## config.mk

```make
export PLATFORM = sky130hd
export DESIGN_NAME = ysyx_23060201_arb
export DESIGN_NICKNAME = d
export VERILOG_FILES = /design/src/rtl/ysyx_23060201_arb.sv
export SDC_FILE = /design/constraint.sdc
export NUM_CORES = 1
export LEC_CHECK = 0
export BUFFER_PORTS_ARGS = -buffer_cell sky130_fd_sc_hd__buf_2
export CORE_AREA = 2 2 110 112
export CTS_BUF_LIST = sky130_fd_sc_hd__clkbuf_16
export DETAILED_ROUTE_END_ITERATION = 8
export DIE_AREA = 0 0 112 114
export MAX_ROUTING_LAYER = met4
export PLACE_DENSITY = 0.65
export SYNTH_ARGS = -nofsm -noshare
export SYNTH_HDL_FRONTEND = slang
export SYNTH_SLANG_ARGS = --single-unit
```

## constraint.sdc

```tcl
create_clock -name clk -period 2.1 [get_ports clk]
set_clock_uncertainty 0.2 [all_clocks]
set_input_delay 0.42 -clock clk [delete_from_list [all_inputs] [get_ports clk]]
set_output_delay 0.42 -clock clk [all_outputs]
set_load 0.02 [all_outputs]
```

## src/rtl/ysyx_23060201_arb.sv

```systemverilog
// rtl/ysyx_23060201_arb.sv - IFU/LSU arbiter onto one memory port, one transaction outstanding.
// Define YSYX_23060201_ARB_RR_EN for round-robin arbitration; default is fixed LSU priority.
module ysyx_23060201_arb #(
  parameter int ADDR_WIDTH = 32,
  parameter int DATA_WIDTH = 32
) (
  input  logic                  clk,
  input  logic                  rst,

  input  logic                  ifu_req_valid,
  output logic                  ifu_req_ready,
  input  logic [ADDR_WIDTH-1:0] ifu_req_addr,
  output logic                  ifu_resp_valid,
  output logic [DATA_WIDTH-1:0] ifu_resp_data,

  input  logic                  lsu_req_valid,
  output logic                  lsu_req_ready,
  input  logic                  lsu_req_wen,
  input  logic [ADDR_WIDTH-1:0] lsu_req_addr,
  input  logic [DATA_WIDTH-1:0] lsu_req_wdata,
  input  logic [7:0]            lsu_req_wmask,
  output logic                  lsu_resp_valid,
  output logic [DATA_WIDTH-1:0] lsu_resp_data,

  output logic                  mem_req_valid,
  input  logic                  mem_req_ready,
  output logic                  mem_req_wen,
  output logic [ADDR_WIDTH-1:0] mem_req_addr,
  output logic [DATA_WIDTH-1:0] mem_req_wdata,
  output logic [7:0]            mem_req_wmask,
  input  logic                  mem_resp_valid,
  input  logic [DATA_WIDTH-1:0] mem_resp_data
);

  typedef enum logic [1:0] {
    S_IDLE = 2'd0,
    S_REQ  = 2'd1,
    S_WAIT = 2'd2
  } state_t;

  state_t                state;
  state_t                state_nxt;

  logic                  owner_lsu;
  logic [ADDR_WIDTH-1:0] lat_addr;
  logic [DATA_WIDTH-1:0] lat_wdata;
  logic [7:0]            lat_wmask;
  logic                  lat_wen;

  logic                  lsu_first;
  logic                  grant_lsu;
  logic                  grant_ifu;
  logic                  accept;
  logic                  resp_window;

`ifdef YSYX_23060201_ARB_RR_EN
  logic                  rr_favour_lsu;

  assign lsu_first = rr_favour_lsu;

  // Pointer favours whichever requester did not win the last accept.
  always_ff @(posedge clk) begin
    if (rst) begin
      rr_favour_lsu <= 1'b1;
    end else if (accept) begin
      rr_favour_lsu <= ifu_req_ready;
    end
  end
`else
  assign lsu_first = 1'b1;
`endif

  assign grant_lsu = lsu_req_valid && (!ifu_req_valid || lsu_first);
  assign grant_ifu = ifu_req_valid && !grant_lsu;
  assign accept    = ifu_req_ready || lsu_req_ready;

  always_comb begin
    state_nxt     = state;
    ifu_req_ready = 1'b0;
    lsu_req_ready = 1'b0;
    mem_req_valid = 1'b0;
    resp_window   = 1'b0;
    // Outputs are held quiet for the whole reset cycle, including the very first one.
    if (!rst) begin
      case (state)
        S_IDLE: begin
          lsu_req_ready = grant_lsu;
          ifu_req_ready = grant_ifu;
          if (grant_lsu || grant_ifu) begin
            state_nxt = S_REQ;
          end
        end
        S_REQ: begin
          mem_req_valid = 1'b1;
          if (mem_req_ready) begin
            resp_window = 1'b1;
            state_nxt   = mem_resp_valid ? S_IDLE : S_WAIT;
          end
        end
        S_WAIT: begin
          resp_window = 1'b1;
          if (mem_resp_valid) begin
            state_nxt = S_IDLE;
          end
        end
        default: begin
          state_nxt = S_IDLE;
        end
      endcase
    end
  end

  always_ff @(posedge clk) begin
    if (rst) begin
      state     <= S_IDLE;
      owner_lsu <= 1'b0;
      lat_addr  <= '0;
      lat_wdata <= '0;
      lat_wmask <= '0;
      lat_wen   <= 1'b0;
    end else begin
      state <= state_nxt;
      if (accept) begin
        owner_lsu <= lsu_req_ready;
        if (lsu_req_ready) begin
          lat_addr  <= lsu_req_addr;
          lat_wdata <= lsu_req_wdata;
          lat_wmask <= lsu_req_wmask;
          lat_wen   <= lsu_req_wen;
        end else begin
          lat_addr  <= ifu_req_addr;
          lat_wdata <= '0;
          lat_wmask <= '0;
          lat_wen   <= 1'b0;
        end
      end
    end
  end

  assign mem_req_addr  = lat_addr;
  assign mem_req_wdata = lat_wdata;
  assign mem_req_wmask = lat_wmask;
  assign mem_req_wen   = lat_wen;

  assign ifu_resp_valid = resp_window && mem_resp_valid && !owner_lsu;
  assign lsu_resp_valid = resp_window && mem_resp_valid && owner_lsu;
  assign ifu_resp_data  = mem_resp_data;
  assign lsu_resp_data  = mem_resp_data;

endmodule

```

Word-level counts from Yosys, hierarchy flattened --
Index checks and enable logic that the tools add are counted.
Storage, ports and cells: flip-flop bits (word level) 76, logic and storage cells 39, bits of input ports 143, output and inout port bits 142
Operators by class: reduce and logical (&&, ||, !) cells 10, eq/ne operators 5, mux-type cells 18
Operator list (count):
- two-way mux 32 bit | 2
- two-way mux 1 bit | 9
- two-way mux 2 bit | 4
- two-way mux 8 bit | 1
- inequality test 2 bit, second input constant | 3
- case mux 2 bit (3 select lines) | 1
- logical AND 1 bit | 4
- AND reduction 3 bit | 1
- equality test 2 x 1 -> 1 bit, second input constant | 1
- equality test 2 bit, second input constant | 1
- logical NOT 1 bit | 2
- logical NOT 2 bit | 1
- logical OR 1 bit | 2
- case mux 1 bit (2 select lines) | 1

Longest topological paths before layout --
Gate-level depths: netlist (run 1).
word-level depth 5, mapped depth 8, mapped depth without buffers 5

Worst setup path after synthesis (run 1) --
No wires, ideal clock.
path kind input to output, from input port rst, to output port lsu_resp_valid, data arrival time 1518 ps, slack -38 ps, data required time 1480 ps, buffers on the path 2, stages 3, path through buf_2 buf_2 nor4b_1
On the way: word-level cells in the longest chain between the ends 3
Ends and longest elaborated chain:
- start: declaration | line 8 | input logic rst,
- two-way mux 1 bit | line 84 | if (!rst) begin
- logical AND 1 bit (2 in series) | line 146 | assign lsu_resp_valid = resp_window && mem_resp_valid && owner_lsu;
- end: declaration | line 22 | output logic lsu_resp_valid,
No other way between the ends.

Final worst setup path (run 1) --
from register state[1], to output port ifu_resp_valid
On the way: word-level cells in the longest chain between the ends 5, elaborated cells on any way between the ends 6, those cells by class 2 x eq/ne; 2 x mux; 2 x reduce/logical
Ends and longest elaborated chain:
- start: declaration | line 41 | state_t state;
- start signal: assignment | line 122 | state <= state_nxt;
- equality test 2 bit or equality test 2 x 1 -> 1 bit (tied branches) | line 85 | case (state)
- case mux 1 bit (2 select lines) (*) | line 85
- two-way mux 1 bit (*) | line 84
- logical AND 1 bit (*) (2 in series) | line 145 | assign ifu_resp_valid = resp_window && mem_resp_valid && !owner_lsu;
- end: declaration | line 13 | output logic ifu_resp_valid,
Mark *: on every way between the ends. The rest lies on a longest branch, timed or not.

==> results.py, run 1 <==
metrics = {
    "global_routing": {
        "grt_pass1_vias": 2860,
        "grt_pass1_wl_um": 14700,
        "antenna_found_initial": 0,
        "gr-total-overflow": 0,
        "track_usage_pct": 15.3,
        "grt_max_degree": 40,
    },
    "logic_synthesis": {
        "synth_area_leaders": "dfxtp_1, buf_4, mux2i_1",
        "avgSynthCellArea_um2": 10.2,
        "syn_area_mm2": 0.00351,
        "synth_fp_nets": 491,
        "yosysTopAreaCellShare_pct": 43.3,
        "synth_top_cell_by_area": "dfxtp_1",
        "synth_warnings": 0,
        "synthCells": 344,
        "ys_seq_elements": 76,
        "yosysSeqAreaShare_pct": 43.3,
        "synth_cell_types": 28,
    },
    "cells_and_area": {
        "final_cell_count_no_fill": 614,
        "nNetsFinal": 609,
        "fillers": 1150,
        "final_cell_area_mm2": 0.00451,
        "area_delta_synth_final_pct": 28.2,
        "postLayoutCoreUtil_pct": 38.5,
        "drive_gt1_share_pct": 49.3,
        "diodes": 0,
    },
    "cts": {
        "htree_levels": 3,
        "tritoncts": "built",
        "cts_hold_buf": 0,
        "cts_buffers": 9,
        "cts.reportedPaths.clkPinSlew_ns": 0.06,
        "root_buffer": "clkbuf_16",
        "clock_path_buffers": 2,
        "worstSkewPairLatency_ns": 0.33,
        "cts_sinks": 76,
    },
    "sta": {
        "finalHoldViolCount": 0,
        "slew_violations": 0,
        "max_freq_ghz": 0.469,
        "fin_ws_ns": -0.0311,
        "setup_viol": 2,
        "rsz0062_at_grt": "true",
        "finalCritPeriodShare_pct": 101,
        "period_needed_ns": 2.13,
        "slew_headroom_pct": 62.3,
        "worstMarginPinSlew_ns": 0.566,
    },
    "setup_path": {
        "critPathMaxFanout": 3,
        "cp-start-kind": "register",
        "r2r_setup_slack_ns": 0.36,
        "worst-r2r-cell-count": 6,
        "worstPathRequired_ns": 1.48,
        "crit_type": "reg -> out",
        "critPathArrivalTime_ns": 1.51,
        "end_kind": "output port",
    },
    "floorplan": {
        "rows": 40,
        "fp.dieH_um": 114,
        "core_area_mm2": 0.0117,
        "die_area_mm2": 0.0128,
        "ios": 285,
        "initial_core_util_pct": 30.0,
        "die_w_um": 112,
    },
    "drt": {
        "vias": 2973,
        "first_pass_iters": 4,
        "drt_iter0_drc": 114,
        "vias_per_cell": 4.84,
        "routed_wirelength_um": 9950,
        "drc": 0,
        "post_drt_wl_per_cell_um": 16.2,
        "ant_nets": 0,
    },
    "pwr": {
        "ir_worst_vdd_mv": 0.542,
        "power_mw": 4.70,
        "p_leak_nw": 2.21,
        "p_per_area_mw_per_mm2": 1040,
    },
    "flow_run": {
        "drv_cap": 0,
    },
    "placed_design": {
        "dp.cells": 595,
        "place_congestion": 0.735,
        "port_buffers": 188,
        "placed_area_mm2": 0.00410,
        "hpwl_um": 7150,
    },
    "status": {
        "status": "finished with violations",
        "failed_checks": "setup timing",
    },
    "hold_path": {
        "holdPathStages": 2,
        "hold_path_class": "in -> reg",
    },
}
[worst max-delay path: stages (launching register included)]
cell     delay (ns)
dfxtp_4        0.37
inv_4          0.05
ha_4           0.27
nand2_4        0.06
nor4_4         0.24
buf_4          0.19
[routing by layer]
metal  global-route usage, %  up-vias  part of all wire, %
met4                    6.67        0                  2.0
met3                    4.99       16                  9.8
met1                    17.4     1352                   42
li1                        -     1414                    -
met2                    24.8      191                   46
met5                       -        -                    0
[timing repair]
item / CTS / global route
hold endpoints to repair: 0 / 0
endpoints found under the setup margin: 3 / 2
pin swaps: 0 / 2
buffers inserted: 2 / 1
gates resized for setup: 10 / 8
[cell usage after synthesis, drive strengths merged]
library cell  count
dfxtp            76
nand2b            4
nand3             3
nor2b             2
nand2             3
clkbuf            7
a22o             38
and4bb            1
mux2i            34
ha                4
nor2              4
or2               2
o21ai             3
nor4              1
nor3b             1
a222oi            1
and2              1
nor4b             1
a211oi           32
buf              86
a21oi            36
inv               4
[cells in the final DEF (no fill, tap or decap), drive strengths merged, types with 4 or more instances in the layout]
cell and instances:
buf 200, dfxtp 76, a22o 38, a21oi 36, mux2i 34, a211oi 32
clkbuf 9, inv 5, nand2b 4, nor2 4, clkinv 4, ha 4
[final timing paths]
path | from | endpoint
max reg2reg | state[1] | mem_req_wdata[10]
min | lsu_req_wdata[14] | mem_req_wdata[14]
max | state[1] | ifu_resp_valid
min reg2reg | mem_req_wdata[29] | mem_req_wdata[29]
[report_power, final]
group	internal (mW)	leakage (nW)	switching, mW
Combinational	0.544	1.43	0.789
Sequential	1.66	0.626	0.109
Clock	1.02	0.158	0.579
Total	3.22	2.21	1.48
[registers in the layout, indices dropped and copies added, names as in the netlist]
signal and count:
mem_req_addr 32, mem_req_wen 1, owner_lsu 1, mem_req_wdata 32, state 2, mem_req_wmask 8
[through the flow]
stage	setup WS [ns]	setup TNS [ns]	hold WS, ns
3_5_place_dp	0.250	0	0.250
6_report	-0.0311	-0.0416	0.103
5_1_grt	-0.0791	-0.152	0.0956
4_1_cts	0.000317	0	0.0831
3_3_place_gp	0.319	0	0.250
2_1_floorplan	0.0296	0	0.265
[cells by family (layout without fill, tap and decap cells)]
kind of cell / count (synthesis) / count (layout) / synth area share, %
mux: 34 / 34 / 9.68
compound gates: 110 / 110 / 22.4
buf+inv: 97 / 220 / 19.2
simple gates: 23 / 23 / 3.99
flops: 76 / 76 / 43.3
fa+ha+maj: 4 / 4 / 1.42
[final cells by class]
class	instances	area, um2	share of cell area [%]
Clock buffer	9	225	5.00
Inverter	4	17.5	0.389
Tap cell	147	184	4.08
Sequential cell	76	1530	33.9
Multi-Input combinational cell	171	1400	31.0
Clock inverter	7	82.6	1.83
Timing Repair Buffer	200	1070	23.8
Power figures use the tool's default switching activity.
==> inputs of run 2 (changes only) <==
- PLACE_DENSITY: 0.65 -> 0.63
==> run 2 against run 1 <==
Setup slack better by 0.034 ns. Critical path type unchanged. Non-clock buffer count unchanged. The run now ends clean. Register-to-register slack worse by 0.03 ns. Maximum frequency grew 1.6%. Via count down 0.77%. First-iteration DRC count rose by 1.8%.
==> results.py, run 2 (synthesis gave the netlist of run 1 again) <==
metrics = {
    "cts": {
        "worstSkewPairLatency_ns": 0.33,
        "clock_path_buffers": 2,
        "tritoncts": "built",
        "cts_buffers": 9,
        "root_buffer": "clkbuf_16",
        "htree_levels": 3,
        "cts_sinks": 76,
        "cts.reportedPaths.clkPinSlew_ns": 0.05,
    },
    "placed_design": {
        "port_buffers": 188,
        "hpwl_um": 6580,
        "place_congestion": 0.765,
        "placed_area_mm2": 0.00409,
    },
    "hold_path": {
        "hold_path_class": "in -> reg",
    },
    "sta": {
        "max_freq_ghz": 0.477,
        "worstMarginPinSlew_ns": 0.462,
        "setup_viol": 0,
        "slew_violations": 0,
        "slew_headroom_pct": 69.2,
        "period_needed_ns": 2.10,
        "finalHoldWorstSlack_ns": 0.109,
        "finalHoldViolCount": 0,
        "finalCritPeriodShare_pct": 99.8,
        "rsz0062_at_grt": "true",
    },
    "drt": {
        "drc": 0,
        "wl_met3_um": 785,
        "wl_met1_um": 3910,
        "post_drt_wl_per_cell_um": 15.2,
        "first_pass_iters": 4,
        "vias_per_cell": 4.80,
        "top_layer_used": "met4",
        "ant_nets": 0,
        "drt_iter0_drc": 116,
        "route.met2.wl_um": 4430,
        "routed_wirelength_um": 9330,
        "vias": 2950,
    },
    "cells_and_area": {
        "area_delta_synth_final_pct": 27.9,
        "nNetsFinal": 609,
        "diodes": 0,
        "layout_common_cells": "buf_2, dfxtp_1, a22o_1",
        "layout_commonest_cell": "buf_2",
        "drive_gt1_share_pct": 48.6,
        "final_cell_area_mm2": 0.00450,
    },
    "pwr": {
        "p_per_area_mw_per_mm2": 1020,
        "ir_worst_vdd_mv": 0.540,
        "p_leak_nw": 2.21,
    },
    "global_routing": {
        "gr-total-overflow": 0,
        "antenna_found_initial": 0,
        "grt_max_degree": 39,
        "grt_pass1_wl_um": 13900,
        "track_usage_pct": 14.1,
        "grt_pass1_vias": 2840,
    },
    "setup_path": {
        "cp-start-kind": "register",
        "slowest_delay_ns": 0.36,
        "cpMaxStageDelayCell": "dfxtp_2",
        "crit_chain": "inv_4, ha_4, nand2_4, nor4b_4, buf_4",
        "worstPathRequired_ns": 1.48,
        "critPathMaxFanout": 3,
        "end_kind": "output port",
        "crit_family": "flip-flops",
        "critPathArrivalTime_ns": 1.48,
        "crit_type": "reg -> out",
        "crit_buf_inv": 2,
    },
    "floorplan": {
        "die_w_um": 112,
        "core_area_mm2": 0.0117,
        "fp.dieH_um": 114,
        "rows": 40,
        "initial_core_util_pct": 30.0,
        "die_area_mm2": 0.0128,
        "ios": 285,
    },
    "status": {
        "status": "complete, no violations",
    },
    "flow_run": {
        "drv_cap": 0,
    },
}
[run 2: changes by cell type in the layout (fill, tap and decap cells not counted)]
cell / delta
dfxtp_4: -1
clkinv_1: +1
bufinv_16: -1
a21oi_4: +1
clkinv_2: -3
and2_4: +1
ha_4: +1
dfxtp_2: +1
buf_2: -1
a21oi_2: -1
and2_1: -1
buf_4: +1
ha_2: -1
inv_1: +3
[run 2: routing by layer]
metal	track usage (%)	vias to the layer above
met1	16.0	1344
met2	23.0	177
met4	7.15	0
met5	-	-
met3	4.04	15
li1	-	1414
[run 2: worst register-to-register path: stages (launching register included)]
cell	delay, ns
dfxtp_2	0.32
inv_2	0.11
ha_4	0.17
nor2b_4	0.15
and2_4	0.16
buf_4	0.36
a22o_1	0.23
[run 2: per-stage QoR]
stage                     std cells  power, mW  worst slack [ns]  util [%]  TNS [ns]
after floorplan                 344       2.78            0.0296         -         0
after global placement          593       3.00            0.0993      34.9         0
after detailed placement        593       3.04           -0.0135      34.9   -0.0172
after CTS                       612       4.57           -0.0422      37.7   -0.0511
after global routing            614       4.82           -0.0504      38.4   -0.0970
final                           614       4.56           0.00316      38.4         0
[run 2: repair_timing]
| action | in CTS | in global routing |
|---|---|---|
| pin swaps | 2 | 3 |
| setup endpoints to repair | 34 | 4 |
| resized for setup | 10 | 12 |
| buffers inserted | 3 | 2 |
| hold buffers | 0 | 0 |
[run 2: area by class of cell]
cell class              count  area, um2
inverters                   4       17.5
fillers                  1161       7220
clock inverters             7       52.6
flip-flops and latches     76       1520
multi-input cells         171       1420
repair buffers            200       1080
well taps                 147        184
clock buffers               9        225
[run 2: path summary, 6_finish.rpt]
check | from | end | slack [ns] | depth (start not counted)
max | state[1] | lsu_resp_valid | 0.003 | 5
min reg2reg | mem_req_wdata[11] | mem_req_wdata[11] | 0.27 | 1
max reg2reg | state[0] | mem_req_wdata[30] | 0.33 | 6
min | lsu_req_wmask[7] | mem_req_wmask[7] | 0.11 | 2
[run 2: power breakdown]
group	internal (mW)	switching [mW]	total, mW
Clock	0.894	0.547	1.44
Sequential	1.66	0.112	1.77
Combinational	0.565	0.789	1.35
Total	3.11	1.45	4.56
